### config.mk
export PLATFORM = sky130hd
export DESIGN_NAME = fetch_dec_queue
export DESIGN_NICKNAME = d
export VERILOG_FILES = /design/src/rtl/fetch_dec_queue.sv
export SDC_FILE = /design/constraint.sdc
export NUM_CORES = 1
export LEC_CHECK = 0
export CORE_MARGIN = 5
export CORE_UTILIZATION = 50
export DETAILED_ROUTE_END_ITERATION = 10
export GPL_TIMING_DRIVEN = 0
export MAX_ROUTING_LAYER = met4
export PLACE_DENSITY = 0.8
export SLEW_MARGIN = 40
export SYNTH_ARGS = -nofsm -noshare
export SYNTH_HDL_FRONTEND = slang
export SYNTH_SLANG_ARGS = --single-unit
### constraint.sdc
create_clock -name clk -period 4.4 [get_ports clk]
set_clock_uncertainty 0.2 [all_clocks]
set_input_delay 1.32 -clock clk [delete_from_list [all_inputs] [get_ports clk]]
set_output_delay 1.32 -clock clk [all_outputs]
set_load 0.1 [all_outputs]
### src/rtl/fetch_dec_queue.sv
// Circular fetch-to-decode instruction queue with flush and async active-low reset.
// Optional combinational bypass when empty: define FETCH_DEC_QUEUE_BYPASS_EN.
module fetch_dec_queue #(
    parameter int unsigned DEPTH     = 4,
    parameter logic [31:0] NOP_INSTR = 32'h0000_0013
) (
    input  logic                     clk,
    input  logic                     rst_n,
    input  logic                     flush,
    input  logic                     fetch_valid,
    input  logic [31:0]              fetch_dec_instr,
    input  logic [31:0]              fetch_pc,
    output logic                     fetch_ready,
    output logic                     dec_valid,
    input  logic                     dec_ready,
    output logic [31:0]              dec_instr,
    output logic [31:0]              dec_pc,
    output logic [$clog2(DEPTH):0]   count
);

    localparam int unsigned PW = $clog2(DEPTH);
    localparam int unsigned CW = $clog2(DEPTH) + 1;

    logic [31:0]   mem_instr [DEPTH];
    logic [31:0]   mem_pc    [DEPTH];
    logic [PW-1:0] wr_ptr;
    logic [PW-1:0] rd_ptr;
    logic          q_valid;
    logic          bypass;
    logic          push;
    logic          pop;

`ifdef FETCH_DEC_QUEUE_BYPASS_EN
    assign bypass = (count == '0) && fetch_valid && !flush;
`else
    assign bypass = 1'b0;
`endif

    always_comb begin
        q_valid     = (count != '0) && !flush;
        fetch_ready = (count < CW'(DEPTH)) && !flush;
        dec_valid   = q_valid || bypass;
        dec_instr   = NOP_INSTR;
        dec_pc      = '0;
        if (q_valid) begin
            dec_instr = mem_instr[rd_ptr];
            dec_pc    = mem_pc[rd_ptr];
        end else if (bypass) begin
            dec_instr = fetch_dec_instr;
            dec_pc    = fetch_pc;
        end
        // A bypassed entry consumed in the same cycle never touches storage.
        push = fetch_valid && fetch_ready && !(bypass && dec_ready);
        pop  = q_valid && dec_ready;
    end

    always_ff @(posedge clk) begin
        if (push) begin
            mem_instr[wr_ptr] <= fetch_dec_instr;
            mem_pc[wr_ptr]    <= fetch_pc;
        end
    end

    always_ff @(posedge clk or negedge rst_n) begin
        if (!rst_n) begin
            wr_ptr <= '0;
            rd_ptr <= '0;
            count  <= '0;
        end else if (flush) begin
            wr_ptr <= '0;
            rd_ptr <= '0;
            count  <= '0;
        end else begin
            if (push) wr_ptr <= wr_ptr + PW'(1);
            if (pop)  rd_ptr <= rd_ptr + PW'(1);
            case ({push, pop})
                2'b10:   count <= count + CW'(1);
                2'b01:   count <= count - CW'(1);
                default: count <= count;
            endcase
        end
    end

endmodule

; Yosys cells after proc, flatten, opt, wreduce, memory -nomap -nowiden
; Memories as Yosys holds them, arrays and structs flattened.
; Cells that the tools add are included.
[word_totals]
register_bits = 7
mem_bits_rw = 256
input_bits = 69
output_inout_bits = 69
word_cells = 31
mem_count = 2
[classes]
addsub = 4
n_lt_le_gt_ge = 1
n_eq_ne = 2
muxes = 10
n_reduce_logical = 9
[memory_table]
columns = memory, depth, word_bits, read_ports, rd_clocked_by_memory_dff, wr, line_no
row1 = mem_instr, 4, 32, 1, 0, 1, 24  ; logic [31:0] mem_instr [DEPTH];
row2 = mem_pc, 4, 32, 1, 0, 1, 25  ; logic [31:0] mem_pc [DEPTH];
[op_table]
columns = op, n
row1 = $mux 32, 2
row2 = $mux 2, 4
row3 = $pmux 3 s2, 1
row4 = $reduce_bool 3->1, 2
row5 = $add 2x1->2 const B, 2
row6 = $logic_and 1x1->1, 4
row7 = $reduce_bool 2->1, 2
row8 = $add 3x1->3 const B, 1
row9 = $lt 3x3->1 const B, 1
row10 = $mux 3, 1
row11 = $sub 3x1->3 const B, 1
row12 = $eq 2x1->1 const B, 1
row13 = $eq 2x2->1 const B, 1
row14 = $mux 1, 2
row15 = $logic_not 1->1, 1

; Longest topological paths before layout
[depth]
depth_word = 6
ltp_mapped = 9
depth_no_buf = 8

; Worst setup path before layout
; OpenSTA, ideal clock, no wires.
[synth_path]
path_kind = input to register
startpoint = input port flush
endpoint = memory mem_instr[0][0], enable pin
setup_ns = 0.429
t_arrival_ns = 4.407
t_required_ns = 3.771
setup_slack_ns = -0.637
stages = 2
path_buffers = 0
path_cell_list = nor2_1 and3_1
[synth_between]
elab_chain_cells = 5
[synth_rtl]
columns = element, line_no
row1 = "start, declared", 9  ; input logic flush,
row2 = $logic_not 1->1, 41  ; fetch_ready = (count < CW'(DEPTH)) && !flush;
row3 = $logic_and 1x1->1, 41
row4 = $logic_and 1x1->1, 53  ; push = fetch_valid && fetch_ready && !(bypass && dec_ready);
row5 = $mux 1, 58  ; if (push) begin
row6 = $mux 1 (not written as such), 59  ; mem_instr[wr_ptr] <= fetch_dec_instr;
row7 = "end, declared", 24
; Every way passes these cells.

; Worst setup path after layout
[layout_path]
startpoint = input port flush
endpoint = output port dec_instr[30]
[layout_between]
elab_chain_cells = 3
[layout_rtl]
columns = element, line_no
row1 = $logic_not 1->1, 40  ; q_valid = (count != '0) && !flush;
row2 = $logic_and 1x1->1, 40
row3 = $mux 32, 45  ; if (q_valid) begin
row4 = "end, declared", 16  ; output logic [31:0] dec_instr,
; Every way passes these cells.

==> reports/results.ini <==
[global_routing]
grt_max_degree=25
grt-ovfl-total=0
grt_pass1_wl_um=31870
antenna_violations_before_repair=0
grt_pass1_vias=5569
globalRouteTotalUtil=0.1776

[timing]
timing.hold.ws_ps=432.6
timing.final.ws_setup_ps=75.37
setup_total_negative_slack_ps=0
final.min_clock_period_ps=4325
rsz_0062_raised_after_global_routing=no
setup_viol_count_final=0
max_slew.worst_pin.slew_ps=659.9
finalCritPeriodShare=0.9829
achievable-frequency_ghz=0.2312
report.final.slew_viol_count=0
worst_slew_margin_rel=0.5600
hold_viol=0

[cells_and_area]
utilization=0.6401
fin_area_mm2=0.01291
layout.cells.most_common=edfxtp_1
final_net_count=715
insertedDiodeCount=0
most-common-layout-cells=edfxtp_1 (256), clkdlybuf4s50_1 (68), mux4_2 (64)
area_delta_synth_final_pct=26.73
drive_above_1_share=0.3257
post_layout_nonfiller_instances=927

[cts]
root_driver=clkbuf_16
tritoncts.num_buffers=27
cts_num_sinks=263
cts-hold-fix-buffers=0
worst_setup_hold_path_clk_slew_ps=50
clk_buf_depth=3
clkLatencyLatePin_ps=510
maximum_level_of_the_cts_h_tree=1
tritoncts=done

[synthesis]
synth_cell_type_count=33
syn_area_per_cell_um2=21.91
share_of_synthesized_registers_carrying_an_async_set_or_reset=0.02662
synth_nets=539
synth_top_area_cell=edfxtp_1
netlist_area_mm2=0.01019
netlist.area_leader.share=0.7546
ys_ff_latch=263
ys.flop_type=edfxtp_1
synthesis.yosys.warnings=0
synth_area_leaders=edfxtp_1 (75%), mux4_2 (14%), and2_1 (3.8%)
synth_enable_flop_cells=256
synth-seq-area-share=0.7718
synthesis.instances=465

[setup_path]
setup.worst_path.end_class=output pin
critical_path_peak_fanout=10
setup.worst_path.class=in -> out
critPathRequiredTime_ps=2880
crit_arrival_ps=2800
critical_path.reg2reg.startpoint=count[0]$_DFFE_PN0P_
reg2reg_slack_ps=1490
worst-r2r-cell-count=9
setup.worst_path.start_class=primary input
crit-reg2reg-capture=count[2]$_DFFE_PN0P_

[placement]
placement.setup.worst_slack_ps=-568.6
hpwlAfterDp_um=12570
dp_cells=880
placement.io_buffers=137
place_congestion=0.8023
detailed_place.area_mm2=0.01176

[worst_hold_path]
min_to=wr_ptr[0]$_DFFE_PN0P_
holdCritPathClass=reg -> reg
hold_path_depth=2
timing.hold.worst.start=wr_ptr[0]$_DFFE_PN0P_

[power]
irDropWorstVdd_uv=343.4
power.static_leakage_nw=4.334
report.power.total_mw=6.345
powerDensity_mw_per_mm2=491.5

[die]
core_area_mm2=0.02017
start_util=0.5051
io-pin-count=138
placement_rows=52
dieHeight_um=152.7
dieWidth_um=152.7
floorplan.die_area_mm2=0.02333

[routing]
remaining_routing_drc_violations=0
detail_route.wl_per_cell_um=21.42
total_length_of_routed_wires_um=19850
initialDrtViolationCount=263
route.antenna.remaining_nets=0
dr.pass1.iters=4
total_number_of_vias=5065
routed_via_density=5.464

[flow_run]
timing.max_cap.violations=0

[outcome]
status=complete, no violations

registers in the layout, indices dropped and copies added (netlist names):
name	flops
count	3
mem_instr	128
mem_pc	128
rd_ptr	2
wr_ptr	2
final cells by class:
cell class	count	area [um^2]
flip-flops and latches	263	7863
fillers	1365	7259
multi-input cells	175	2213
repair buffers	147	1536
clock buffers	34	701.9
well taps	270	337.8
plain buffers	25	151.4
clock inverters	11	98.84
inverters	2	7.507
synthesized netlist by cell type, types with 4 or more instances:
| library cell | instances |
|---|---|
| dfrtp_1 | 7 |
| buf_2 | 10 |
| clkbuf_1 | 9 |
| edfxtp_1 | 256 |
| mux4_2 | 64 |
| buf_6 | 5 |
| and3_1 | 4 |
| nor2_1 | 9 |
| ha_1 | 4 |
| and2_1 | 62 |
timing repair:
item / CTS / global route
resized for setup: 67 / 48
endpoints found under the hold margin: 0 / 0
buffers inserted: 2 / 0
pin swaps: 1 / 0
endpoints found under the setup margin: 62 / 45
report_power, final:
part	internal [mW]	total [mW]	switching, mW
registers	2.85	2.88	0.0279
clock network	1.23	2.09	0.859
logic	0.463	1.37	0.910
worst max path at each step:
stage / start / end / slack [ps] / depth (start not counted)
after floorplan: count[0]$_DFFE_PN0P_ / dec_pc[22] / 140 / 5
after global placement: flush / dec_pc[8] / -1540 / 5
after detailed placement: flush / dec_instr[27] / -570 / 5
after CTS: flush / dec_pc[8] / 7 / 6
after global routing: flush / dec_instr[15] / 0.9 / 6
final: flush / dec_instr[30] / 80 / 6
cell families (layout without fill, tap and decap cells):
group                    count (synthesis)  after routing  synth area share
XOR/XNOR                                 6              6          0.005159
adder cells (fa/ha/maj)                  5              5          0.006878
flip-flops                             263            263            0.7718
multiplexers                            64             64            0.1415
buffers and inverters                   27            219           0.01498
AND/OR/NAND/NOR                         89             89           0.05269
AO/OA/AOI/OAI                           11             11          0.007002
per-layer routing:
metal,vias to the layer above,wire [um],track usage
met4,0,403,0.04625
met3,33,1255,0.03607
met2,195,9783,0.2786
li1,2244,-,-
met5,-,0,-
met1,2593,8410,0.2427
critical path, cell delays in order:
cell and delay, ps:
clkdlybuf4s50_1 510, nor2_4 130, buf_4 160, clkbuf_2 220, and2_1 210, buf_6 240
(Power assumes the default switching activity.)
==> variant (config.mk and constraints unchanged) <==
Set the parameter `DEPTH` to 2 (it was 4).
--- a/src/rtl/fetch_dec_queue.sv
+++ b/src/rtl/fetch_dec_queue.sv
@@ -1,7 +1,7 @@
 // Circular fetch-to-decode instruction queue with flush and async active-low reset.
 // Optional combinational bypass when empty: define FETCH_DEC_QUEUE_BYPASS_EN.
 module fetch_dec_queue #(
-    parameter int unsigned DEPTH     = 4,
+    parameter int unsigned DEPTH     = 2,
     parameter logic [31:0] NOP_INSTR = 32'h0000_0013
 ) (
     input  logic                     clk,
Interface: changed (resized count); port bits go from 138 to 137. The function was not compared with the original's and may differ.
==> variant against the original RTL <==
  * Power decreased by 46%
  * Final area is 45% lower
  * Worst setup slack better by 0.046 ns
  * Combinational power shrank 61%
  * Final cell count fell by 35%
  * First-iteration DRC count decreased by 44%
  * Via count shrank 41%
  * Synthesized area is 50% lower
  * Core utilization is 7.9 points higher
  * Non-clock buffer count down 18
  * Wire length decreased by 48%
  * Sequential cell count down 131
  * Sequential power shrank 50%
==> variant: results (changes against the original RTL) <==
[run_status]
status = complete, no violations

[setup_path]
endpoint = dec_pc[23]
crit_fanout = 10  ; unchanged
critPathArrivalTime_ns = 2.76  ; -0.04 ns
r2r_end = mem_pc[0][3]
worstRegToRegCells = 5  ; -4
r2r-start = count[1]
reg2reg_slack_ns = 2.40  ; +0.91 ns

[drt]
wl_per_cell_um = 17.1  ; -20%
vias = 2996  ; -41%
drt_iter0_markers = 147  ; -44%
firstDrtPassIters = 4  ; unchanged

[layout]
largestRegisters = mem_instr: 64 flops, mem_pc: 64 flops, count: 2 flops
fillers = 669  ; -51%
fin_nets = 525  ; -27%
n_antenna_cell = 0  ; unchanged
drive_gt1_share_pct = 31.8  ; -0.80 points

[synthesis]
async_flop_share_pct = 3.03  ; +0.37 points
yosys.cell_types.count = 23  ; -30%
ys_warn_count = 0  ; unchanged
yosysSeqAreaShare_pct = 77.6  ; +0.40 points
synth_edf_count = 128  ; -50%
synth_common_cells = edfxtp_1, mux2i_1, nor2_1
synthesis.nets = 366  ; -32%
synth_ff_type = edfxtp_1
synth_area_leaders = edfxtp_1, mux2i_1, nor2_1, dfrtp_1, buf_6

[cts]
cts_buffer_depth = 2  ; -1
cts_max_level = 4  ; +3
clockRootBuffer = clkbuf_8
cts.clk_slew.worst_paths_ns = 0.06
cts_buffers = 17  ; -37%
cts_setup_buffers = 0  ; -2
cts_resized = 15  ; -78%
insertion_delay_ns = 0.50

[power]
p_leak_uw = 0.00257  ; -41%
ir_drop_mv = 0.274  ; -20%

[global_routing]
grt_use_total_pct = 17.4  ; -0.32 points
grt_pass1_wl_mm = 16.1  ; -50%
grt_max_degree = 39  ; +56%
grt_antenna_before_repair = 0  ; unchanged
grt_pass1_vias = 3196  ; -43%

[sta]
fmax_mhz = 234  ; +1.1%
maxSlewHeadroom_pct = 66.6  ; +11 points

[hold_path]
worstHoldStart = wr_ptr
min_to = wr_ptr
min_path_type = register to register
min_path_cells = 2  ; unchanged

[placement]
gp_congestion = 0.750  ; -6.6%
port_buffers = 136  ; -0.73%
pre_cts_slack_ns = -0.170  ; +0.398 ns
dp_hpwl_mm = 7.00  ; -44%

## variant: metal layers
layer  global-route usage, %  up-vias  share of wire (%)
li1                        -     1424                  -
met1                    21.8     1437                 44
met2                    27.3      124                 49
met3                    5.29       11                6.7
met4                    5.91        0                1.1
met5                       -        -                  0
## variant: cells by family (layout without fill, tap and decap cells)
| family | after synthesis | count (layout) | share of synthesized area [%] |
|---|---|---|---|
| flops | 132 | 132 | 77.6 |
| simple gates | 79 | 79 | 6.50 |
| mux | 64 | 64 | 12.6 |
| xor+xnor | 2 | 2 | 0.345 |
| compound gates | 5 | 5 | 0.566 |
| buf+inv | 15 | 187 | 2.41 |
## variant: stage by stage
| stage | util, % | hold WS [ns] | instances | power [uW] | area (um2) |
|---|---|---|---|---|---|
| floorplan | - | 0.377 | 297 | 1860 | 5160 |
| global placement | 67.8 | 0.396 | 566 | 2020 | 6690 |
| detailed placement | 65.5 | 0.417 | 570 | 2010 | 6460 |
| global route | 71.9 | 0.469 | 602 | 3510 | 7100 |
| CTS | 71.9 | 0.428 | 602 | 3440 | 7100 |
| finish | 71.9 | 0.427 | 602 | 3410 | 7100 |
## variant: area by class of cell
class	instances	share of cell area, %
multi-input combinational	150	15.5
clock buffer	18	5.89
buffer	14	1.68
tap	133	2.35
inverter	1	0.106
sequential	132	55.6
clock inverter	14	2.61
timing repair buffer	140	16.3
## variant: power breakdown
group	internal, uW	leakage [uW]	total, uW	switching [uW]
Sequential	1440	0.00123	1450	14.5
Clock	916	0.000284	1420	508
Combinational	157	0.00106	534	377
## variant: critical path, cell delays in order
cell and delay (ns):
dlygate4sd2_1 0.30, or2_1 0.26, buf_6 0.16, buf_6 0.15
nor2_2 0.12, buf_2 0.43
